==> config.mk <==
export PLATFORM = sky130hd
export DESIGN_NAME = game_sprite_engine_flat
export DESIGN_NICKNAME = d
export VERILOG_FILES = /design/src/rtl/game_pkg.sv /design/src/rtl/game_sprite_engine_if.sv /design/src/rtl/game_sprite_rom.sv /design/src/rtl/game_sprite_engine.sv /design/src/flat_wrapper.sv
export SDC_FILE = /design/constraint.sdc
export NUM_CORES = 1
export LEC_CHECK = 0
export ABC_AREA = 1
export BUFFER_PORTS_ARGS = -buffer_cell sky130_fd_sc_hd__clkbuf_2
export CORE_ASPECT_RATIO = 0.8
export CORE_UTILIZATION = 30
export DETAILED_ROUTE_END_ITERATION = 16
export PLACE_DENSITY = 0.55
export REMOVE_ABC_BUFFERS = 1
export SLEW_MARGIN = 20
export SYNTH_ARGS = -nofsm -noshare
export SYNTH_HDL_FRONTEND = slang
export SYNTH_SLANG_ARGS = --single-unit
==> constraint.sdc <==
create_clock -name clk -period 3 [get_ports clk]
set_clock_uncertainty 0.2 [all_clocks]
set_input_delay 0.3 -clock clk [delete_from_list [all_inputs] [get_ports clk]]
set_output_delay 0.3 -clock clk [all_outputs]
set_load 0.01 [all_outputs]
==> src/rtl/game_pkg.sv <==
// game_pkg: shared sprite-engine constants, FSM state codes and screen-bounds helper.
// Ports: none (package). RGB width comes from the GAME_RGB_WIDTH macro.
`ifndef GAME_RGB_WIDTH
`define GAME_RGB_WIDTH 12
`endif
package game_pkg;
    localparam int RGB_W    = `GAME_RGB_WIDTH;
    localparam int COORD_W  = 11;
    localparam int PIXEL_W  = 10;
    localparam logic [1:0] IDLE   = 2'd0;
    localparam logic [1:0] ACTIVE = 2'd1;
    localparam logic [1:0] GONE   = 2'd2;
    // True when a w*h box at signed (x,y) has no pixel inside the sw*sh screen.
    // Widened to 12 bits so x+w cannot wrap.
    function automatic logic off_screen(input logic [10:0] x, input logic [10:0] y,
                                        input int w, input int h, input int sw, input int sh);
        logic signed [11:0] xe, ye;
        xe = signed'({x[10], x});
        ye = signed'({y[10], y});
        return (xe + signed'(12'(w)) <= 12'sd0) || (xe >= signed'(12'(sw))) ||
               (ye + signed'(12'(h)) <= 12'sd0) || (ye >= signed'(12'(sh)));
    endfunction
endpackage

==> src/rtl/game_sprite_engine_if.sv <==
// game_sprite_engine_if: control/status bus between game logic (master) and a sprite engine (slave).
// Signals: write_xy/write_dxy load pulses, x0/y0 start position, dx0/dy0 velocity,
// enable_move, and status back: sprite_x/sprite_y/on_screen.
interface game_sprite_engine_if;
    logic               write_xy;
    logic               write_dxy;
    logic               enable_move;
    logic signed [10:0] x0;
    logic signed [10:0] y0;
    logic signed [3:0]  dx0;
    logic signed [3:0]  dy0;
    logic signed [10:0] sprite_x;
    logic signed [10:0] sprite_y;
    logic               on_screen;
    modport master (output write_xy, write_dxy, enable_move, x0, y0, dx0, dy0,
                    input  sprite_x, sprite_y, on_screen);
    modport slave  (input  write_xy, write_dxy, enable_move, x0, y0, dx0, dy0,
                    output sprite_x, sprite_y, on_screen);
endinterface

==> src/rtl/game_sprite_rom.sv <==
// game_sprite_rom: registered 1-cycle lookup of a packed sprite image by (row,col).
// Ports: clk, rst (async, active-high), row/col in, word out (pixel colour).
module game_sprite_rom import game_pkg::*; #(
    parameter int W = 8,
    parameter int H = 8,
    parameter logic [W*H*RGB_W-1:0] ROM = '0
) (
    input  logic             clk,
    input  logic             rst,
    input  logic [3:0]       row,
    input  logic [3:0]       col,
    output logic [RGB_W-1:0] word
);
    logic [8:0] idx;
    assign idx = 9'(row) * 9'(W) + 9'(col);
    // Indices past the image only occur when the box test missed; return 0 there.
    always_ff @(posedge clk or posedge rst)
        if (rst) word <= '0;
        else     word <= (int'(idx) < W * H) ? ROM[int'(idx) * RGB_W +: RGB_W] : '0;
endmodule

==> src/rtl/game_sprite_engine.sv <==
// game_sprite_engine: one movable sprite; steps position every FRAMES_PER_STEP frames and
// renders it at the raster pixel with a fixed 2-cycle latency.
// Ports: clk, rst (async, active-high), pixel_x/pixel_y raster in, bus (slave control/status),
// rgb_en/rgb pixel out (rgb is 0 when rgb_en is 0).
module game_sprite_engine import game_pkg::*; #(
    parameter int SPRITE_W        = 8,
    parameter int SPRITE_H        = 8,
    parameter int SCREEN_W        = 640,
    parameter int SCREEN_H        = 480,
    parameter int FRAMES_PER_STEP = 1,
    parameter logic [SPRITE_W*SPRITE_H*RGB_W-1:0] SPRITE_ROM = '0
) (
    input  logic               clk,
    input  logic               rst,
    input  logic [9:0]         pixel_x,
    input  logic [9:0]         pixel_y,
    game_sprite_engine_if.slave bus,
    output logic               rgb_en,
    output logic [RGB_W-1:0]   rgb
);
    logic [1:0]         state;
    logic [10:0]        sx, sy, nx, ny;
    logic [3:0]         dx, dy;
    logic [7:0]         frame_cnt;
    logic               tick_prev, at_tick, tick, step, on_scr;
    logic signed [11:0] rx, ry;
    logic               hit_c, hit1, hit2;
    logic [3:0]         row, col;
    logic [RGB_W-1:0]   word;

    // Frame boundary is the first cycle the raster sits at (0,SCREEN_H).
    assign at_tick = pixel_x == 10'd0 && pixel_y == 10'(SCREEN_H);
    assign tick    = at_tick && !tick_prev;
    assign step    = tick && frame_cnt == 8'(FRAMES_PER_STEP - 1);
    assign nx      = bus.enable_move ? sx + {{7{dx[3]}}, dx} : sx;
    assign ny      = bus.enable_move ? sy + {{7{dy[3]}}, dy} : sy;

    always_ff @(posedge clk or posedge rst)
        if (rst) begin
            state     <= IDLE;
            sx        <= '0;
            sy        <= '0;
            dx        <= '0;
            dy        <= '0;
            frame_cnt <= '0;
            tick_prev <= 1'b0;
            on_scr    <= 1'b0;
        end else begin
            tick_prev <= at_tick;
            on_scr    <= !off_screen(sx, sy, SPRITE_W, SPRITE_H, SCREEN_W, SCREEN_H);
            if (tick) frame_cnt <= step ? 8'd0 : frame_cnt + 8'd1;
            if (bus.write_dxy) begin
                dx <= bus.dx0;
                dy <= bus.dy0;
            end
            // A load in the same cycle as a step wins; the step is dropped.
            if (bus.write_xy) begin
                state <= ACTIVE;
                sx    <= bus.x0;
                sy    <= bus.y0;
            end else if (state == ACTIVE && step) begin
                sx <= nx;
                sy <= ny;
                if (off_screen(nx, ny, SPRITE_W, SPRITE_H, SCREEN_W, SCREEN_H)) state <= GONE;
            end
        end

    assign bus.sprite_x  = sx;
    assign bus.sprite_y  = sy;
    assign bus.on_screen = on_scr;

    // Offsets of the raster pixel inside the box; 12-bit signed so negative positions clip.
    assign rx    = signed'({2'b00, pixel_x}) - signed'({sx[10], sx});
    assign ry    = signed'({2'b00, pixel_y}) - signed'({sy[10], sy});
    assign hit_c = rx >= 12'sd0 && rx < signed'(12'(SPRITE_W)) &&
                   ry >= 12'sd0 && ry < signed'(12'(SPRITE_H));

    always_ff @(posedge clk or posedge rst)
        if (rst) begin
            hit1 <= 1'b0;
            hit2 <= 1'b0;
            row  <= '0;
            col  <= '0;
        end else begin
            hit1 <= hit_c;
            hit2 <= hit1;
            row  <= ry[3:0];
            col  <= rx[3:0];
        end

    game_sprite_rom #(.W(SPRITE_W), .H(SPRITE_H), .ROM(SPRITE_ROM)) u_rom (
        .clk  (clk),
        .rst  (rst),
        .row  (row),
        .col  (col),
        .word (word)
    );

    // Colour 0 is transparent.
    assign rgb_en = hit2 && state == ACTIVE && word != '0;
    assign rgb    = rgb_en ? word : '0;
endmodule

==> src/flat_wrapper.sv <==
// flat-port wrapper written by rule: the top's interface ports become plain ports
module game_sprite_engine_flat import game_pkg::*;
#(
    parameter int SPRITE_W        = 8,
    parameter int SPRITE_H        = 8,
    parameter int SCREEN_W        = 640,
    parameter int SCREEN_H        = 480,
    parameter int FRAMES_PER_STEP = 1,
    parameter logic [SPRITE_W*SPRITE_H*RGB_W-1:0] SPRITE_ROM = '0
)
  (clk, rst, pixel_x, pixel_y, rgb_en, rgb, bus_write_xy, bus_write_dxy, bus_enable_move, bus_x0, bus_y0, bus_dx0, bus_dy0, bus_sprite_x, bus_sprite_y, bus_on_screen);
  game_sprite_engine_if bus_i ();
  input  logic clk;
  input  logic rst;
  input  logic [9:0] pixel_x;
  input  logic [9:0] pixel_y;
  output logic rgb_en;
  output logic [RGB_W-1:0] rgb;
  input wire logic [$bits(bus_i.write_xy)-1:0] bus_write_xy;
  input wire logic [$bits(bus_i.write_dxy)-1:0] bus_write_dxy;
  input wire logic [$bits(bus_i.enable_move)-1:0] bus_enable_move;
  input wire logic [$bits(bus_i.x0)-1:0] bus_x0;
  input wire logic [$bits(bus_i.y0)-1:0] bus_y0;
  input wire logic [$bits(bus_i.dx0)-1:0] bus_dx0;
  input wire logic [$bits(bus_i.dy0)-1:0] bus_dy0;
  output wire logic [$bits(bus_i.sprite_x)-1:0] bus_sprite_x;
  output wire logic [$bits(bus_i.sprite_y)-1:0] bus_sprite_y;
  output wire logic [$bits(bus_i.on_screen)-1:0] bus_on_screen;
  assign bus_i.write_xy = bus_write_xy;
  assign bus_i.write_dxy = bus_write_dxy;
  assign bus_i.enable_move = bus_enable_move;
  assign bus_i.x0 = bus_x0;
  assign bus_i.y0 = bus_y0;
  assign bus_i.dx0 = bus_dx0;
  assign bus_i.dy0 = bus_dy0;
  assign bus_sprite_x = bus_i.sprite_x;
  assign bus_sprite_y = bus_i.sprite_y;
  assign bus_on_screen = bus_i.on_screen;
  game_sprite_engine #(.SPRITE_W(SPRITE_W), .SPRITE_H(SPRITE_H), .SCREEN_W(SCREEN_W), .SCREEN_H(SCREEN_H), .FRAMES_PER_STEP(FRAMES_PER_STEP), .SPRITE_ROM(SPRITE_ROM)) u_core (.clk(clk), .rst(rst), .pixel_x(pixel_x), .pixel_y(pixel_y), .bus(bus_i), .rgb_en(rgb_en), .rgb(rgb));
endmodule
Word-level counts from Yosys, hierarchy flattened
Cells that the tools add are included.
Storage, ports and cells
  bits in registers: 64
  input bits: 55
Cells by class
  $add $sub $neg: 10
  multiply operators: 1
  $lt $le $gt $ge: 13
  equality and inequality tests: 2
  shifts and indexed selects: 1
  mux-type cells: 12
  reductions and logical operators: 23
Operators with widths (count)
  $shiftx 768x13->12 const A: 1
  $mux 11: 6
  $add 11x5->12 const B: 4
  $le 12x1->1 const B: 4
  $ge 12x1->1 const B: 2
  $lt 12x5->1 const B: 2
  $mux 12: 2
  $sub 11x11->12: 2
  $add 11x11->11: 2
  $ge 11x10->1 const B: 2
  $ge 11x11->1 const B: 2
  $reduce_bool 12->1: 1
  $eq 10x9->1 const B: 1
  $logic_not 10->1: 1
  $mul 8x2->10 const B: 1
  $logic_and 1x1->1: 9
  $add 7x4->8: 1
  $add 8x1->8 const B: 1
  $logic_not 8->1: 1
  $lt 8x7->1 const B: 1
  $mux 8: 1
  $logic_or 1x1->1: 6
  $mux 2: 3
  $reduce_bool 2->1: 2
  other kinds (3): 4

Longest topological paths before layout
  word-level depth: 10
  gate-level depth with buffers: 24
  mapped depth without buffers: 24

By module
From an unflattened synthesis, not the netlist that was laid out.
Second synthesis, totals
  cell total of the unflattened synthesis: 808
  area, all modules: 5487.8 um^2
Modules (own cells, without submodules)
  game_sprite_engine: instances 1, cells an instance 795, area each 5393.9 um^2, sequential area each 1301.2 um^2
  game_sprite_rom: instances 1, cells an instance 13, area each 93.8 um^2, sequential area each 0.0 um^2

Worst setup path before layout
OpenSTA, ideal clock, no wires.
  kind: flip-flop to flip-flop
  start point: register u_core.sy[0] (netlist: u_core.bus.sprite_y[0])
  end point: register u_core.state[0]
  library setup time: 0.122 ns
  data arrival time: 2.606 ns
  setup slack: 0.072 ns
  cell stages (with the launch flop): 25
  buffers on the path: 0
  cells stage by stage: dfrtp_1 > ha_1 > inv_1 > fa_1 > inv_1 > nand2_1 > nand2_2 > nand2_1 > nand2_1 > nand3_1 > nand2_1 > inv_1 > ha_1 > inv_1 > nand4_1 > nor2_1 > nand3_1 > nor2_1 > nand2_1 > nor2_1 > nand3_1 > nand3_2 > nand2_2 > nand2_1 > nand2_1
On the way
  word-level cells in the longest chain between the ends: 8
Ends and longest elaborated chain
  start, declared: RTL line game_sprite_engine.sv:22  | logic [10:0] sx, sy, nx, ny;
  start signal, assigned: RTL line game_sprite_engine.sv:60  | sy <= bus.y0;
  start signal, assigned: RTL line game_sprite_engine.sv:63  | sy <= ny;
  $add 11x11->11: RTL line game_sprite_engine.sv:36  | assign ny = bus.enable_move ? sy + {{7{dy[3]}}, dy} : sy;
  $mux 11 *: RTL line game_sprite_engine.sv:36
  $add 11x5->12: RTL line game_pkg.sv:21  | (ye + signed'(12'(h)) <= 12'sd0) || (ye >= signed'(12'(sh)));
  $le 12x1->1: RTL line game_pkg.sv:21
  $logic_or 1x1->1: RTL line game_pkg.sv:20  | return (xe + signed'(12'(w)) <= 12'sd0) || (xe >= signed'(12'(sw))) ||
  $logic_or 1x1->1 *: RTL line game_pkg.sv:21
  $reduce_bool 2->1 (no line) *
  $reduce_and 2->1 (no line) *
  end signal, assigned: RTL line game_sprite_engine.sv:40  | state <= IDLE;
  end signal, assigned: RTL line game_sprite_engine.sv:58  | state <= ACTIVE;
  end signal, assigned: RTL line game_sprite_engine.sv:64  | if (off_screen(nx, ny, SPRITE_W, SPRITE_H, SCREEN_W, SCREEN_H)) state <= GONE;
  end, declared: RTL line game_sprite_engine.sv:21  | logic [1:0] state;
Every way passes the cells marked *; elsewhere a longest branch is shown, timed or not.
A chain may end at the register's enable or synchronous reset.

Worst setup path after layout
Same ends and word-level chain as after synthesis.

==> metrics.md <==
| Metric | Value |
|---|---|
| Final hold slack | ~0.0051 ns |
| Tcrit/Tclk final | 0.9787 |
| Die extent in x | 137.9 um |
| Ant diodes | 0 |
| Vias/cell | around 4.7 |
| Slowest cell on crit path | fa_2 |
| Setup CP Type | flop to flop |
| Leak Pwr | roughly 0.003 uW |
| Post-route DRC violation count | 0 |
| CTS Buffer Depth | 2 |
| Main combinational cell family by area after synthesis | simple AND/OR/NAND/NOR gates |
| Mux cell area share after synthesis | 0.02004 |
| Simple-Gate Fraction of Synth Area | 0.4047 |
| Worst skew pair latency | roughly 0.29 ns |
| Buffer and inverter count on the worst path | 4 |
| Port bufs | 77 |
| Synth Area in Compound Gates | 0.1101 |
| R2r endpoint | u_core.state[0]$_DFFE_PP0P_ |
| GRT Total Usage | 0.1723 |
| Endpoints failing setup | 0 |
| First DRT Iteration DRCs | ~310 |
| Warnings, synthesis | 0 |
| P per Cell Area | ~430 mW/mm2 |
| CP Launch Type | flop |
| Required @ worst endpoint | ~3.0 ns |
| Worst slew pin tran | approximately 0.94 ns |
| Clock slew at reported path FFs | 0.07 ns |
| Status | complete, no violations |
| Instance count on the critical path | 24 |
| CTS root buffer | clkbuf_16 |
| RSZ-0062 raised after global routing | true |
| TritonCTS buffer count | 5 |
| Post-synth EDFFs | 0 |
| I/O pin count | 91 |
| Layout Nets | 845 |
| R2R Setup Slk | between 0.06 and 0.07 ns |
| Initial antenna violation count | 0 |
| Reg-to-Reg Start | u_core.bus.sprite_y[0]$_DFFE_PP0P_ |
| Clk sinks | 42 |
| Post-Route WL | between 10 and 15 mm |
| Synth Area in XOR/XNOR | 0.01383 |
| CORE AREA | approximately 0.014 mm2 |
| FMAX | ~340 MHz |
| PnR worst setup slack | roughly 0.064 ns |
| FILL cells | roughly 1600 |
| Max Slew Vio Count | 0 |
| Pre-CTS WS | -0.04193 ns |
| Die Area | approximately 0.015 mm2 |
| Mean post-synth cell area | approximately 6.7 um2 |
| Worst path most repeated cell | nand2_1 |
| Post-synthesis cell count | between 600 and 700 |
| Worst R2R Path Depth | 24 |
| Post-layout min period | approximately 2.9 ns |
| Area leader, netlist | dfrtp_1 |
| Worst path max stage delay | a little under 0.4 ns |
| Final hold vios | 0 |
| CP arrival | between 2 and 3 ns |
| Synth Area in Adders | 0.08242 |
| Area Growth Syn to Fin | 20.04% |
| Max-Cap Viols | 0 |
| Slew margin rel. | 0.3717 |
| Ranking of synthesized cells by area | dfrtp_1 24%, nand2_1 17%, inv_1 7.9% |
| HP Class | input pin to async pin |
| Kind of cell adding the most delay to the critical path | simple AND/OR/NAND/NOR gates |
| CP Cell Sequence | ha_2 > inv_2 > fa_2 > inv_2 > nand2_2 > nand2_2 > nand2_1 > nand2_1 > nand3_1 > nand2_2 > inv_2 > ha_4 > inv_2 > nand4_1 > nor2_1 > nand3_1 > nor2_1 > nand2_1 > nor2_1 > nand3_1 > nand3_2 > nand2_2 > nand2_1 > nand2_1 |
| Async SR Flop Fraction | 1.000 |
| Pre-antenna DRT Iters | 5 |
| CTS H-tree lvls | 2 |
| Top FF cell, synth | dfrtp_1 |
| GP Congestion | ~0.84 |
| Vias | 4487 |
| Critical path fanouts, max | 3 |
| WL/cell | 13.51 um |
| Post-synth top cells | 204 x nand2_1, 93 x inv_1, 62 x nand3_1 |
| Yosys cell types | 51 |
| Total gr overflow | 0 |
| Die H | roughly 110 um |
| FF+latch count, synth | between 40 and 50 |
| Vias in the first global route | approximately 4100 |
| Post-route ant nets | 0 |
| Syn Std Cell Area | about 0.0044 mm2 |
| Synth top area share | 0.2371 |
| Largest net degree at the start of global routing | between 40 and 50 |
| Share of layout cells above drive strength 1 | 0.2700 |
| Seq/Total Area, Yosys | 0.2371 |
| CTS tree | done |
| Hpwl dp | just over 10 mm |
| Setup crit end kind | flop |
| Initial core utilization | 0.3090 |
| Global-route wire length before repair | approximately 21 mm |
| VDD IR max | around 0.21 mV |
| # rows | 39 |
| Top-count cell post-synth | nand2_1 |
through the flow:
stage | total power (uW) | std cells | TNS (ns) | instance area (um2) | util
2_1_floorplan | 1388 | 648 | 0 | 4298 | -
3_3_place_gp | 1721 | 937 | 0 | 5124 | 0.3571
3_5_place_dp | 1717 | 937 | -0.07038 | 5124 | 0.3571
4_1_cts | 2288 | 946 | 0 | 5285 | 0.3684
5_1_grt | 2481 | 947 | -0.4522 | 5321 | 0.3709
6_report | 2289 | 947 | 0 | 5321 | 0.3709
final cells by class:
class | count | area [um2] | share of cell area
multi-input combinational | 500 | 2883 | 0.5417
tap | 184 | 230.2 | 0.04326
inverter | 106 | 400.4 | 0.07524
clock buffer | 5 | 125.1 | 0.02351
timing repair buffer | 107 | 610.6 | 0.1147
clock inverter | 3 | 21.27 | 0.003997
sequential | 42 | 1051 | 0.1975
repair_timing:
action	4_1_cts	5_1_grt
resized for setup	4	10
endpoints found under the setup margin	2	2
hold buffers	0	0
pin swaps	1	10
gates cloned	0	0
setup buffers	1	1
where the power goes:
part	leakage, uW	internal [uW]	switching, uW
logic	0.00236	409	677
registers	0.000495	609	40.0
clock network	0.0000698	309	246
sequential cells by signal, summed over array words and instances, names as in the netlist:
signal,flops
u_core.bus.sprite_x,11
u_core.frame_cnt,8
u_core.bus.on_screen,1
u_core.dy,4
u_core.dx,4
u_core.bus.sprite_y,11
u_core.tick_prev,1
u_core.state,2
how the worst max path moves through the flow:
stage	from	to
6_report	u_core.bus.sprite_y[0]$_DFFE_PP0P_	u_core.state[0]$_DFFE_PP0P_
3_3_place_gp	u_core.bus.sprite_y[0]$_DFFE_PP0P_	u_core.state[0]$_DFFE_PP0P_
4_1_cts	u_core.bus.sprite_x[0]$_DFFE_PP0P_	u_core.state[0]$_DFFE_PP0P_
2_1_floorplan	u_core.bus.sprite_y[0]$_DFFE_PP0P_	u_core.state[0]$_DFFE_PP0P_
3_5_place_dp	u_core.dy[0]$_DFFE_PP0P_	u_core.state[0]$_DFFE_PP0P_
5_1_grt	u_core.dy[0]$_DFFE_PP0P_	u_core.state[1]$_DFFE_PP0P_
metal layers:
metal | global-route usage | share of wire | wire (um) | vias to the layer above
met4 | 0.01884 | 0.0051 | 65 | 0
li1 | - | - | - | 2330
met3 | 0.03612 | 0.079 | 1005 | 7
met1 | 0.2767 | 0.52 | 6711 | 1983
met2 | 0.2370 | 0.39 | 5011 | 167
met5 | 0 | 0 | 0 | -
layout by cell type (no fill, tap or decap), drive strengths merged:
master	instances
nor3	9
nor2	57
a41oi	1
o22ai	7
nand2	223
a31oi	2
a211oi	1
o211ai	1
dfrtp	42
ha	26
clkbuf	82
nand4	9
mux2	7
mux2i	1
a21oi	23
xor2	5
buf	30
o21bai	1
xnor2	2
conb	13
nor4b	1
inv	106
a221oi	1
o221ai	14
fa	2
nor4	5
nand3b	3
a32o	1
clkinvlp	1
clkinv	2
o21ai	11
a21boi	1
a2bb2oi	1
or2	2
nand3	70
kinds of logic after synthesis:
family | after synthesis
simple gates | 379
buf+inv | 133
compound gates | 65
flops | 42
fa+ha+maj | 28
mux | 8
xor+xnor | 7
other cells | 1
Note: power is estimated with default switching activity, not from simulation.
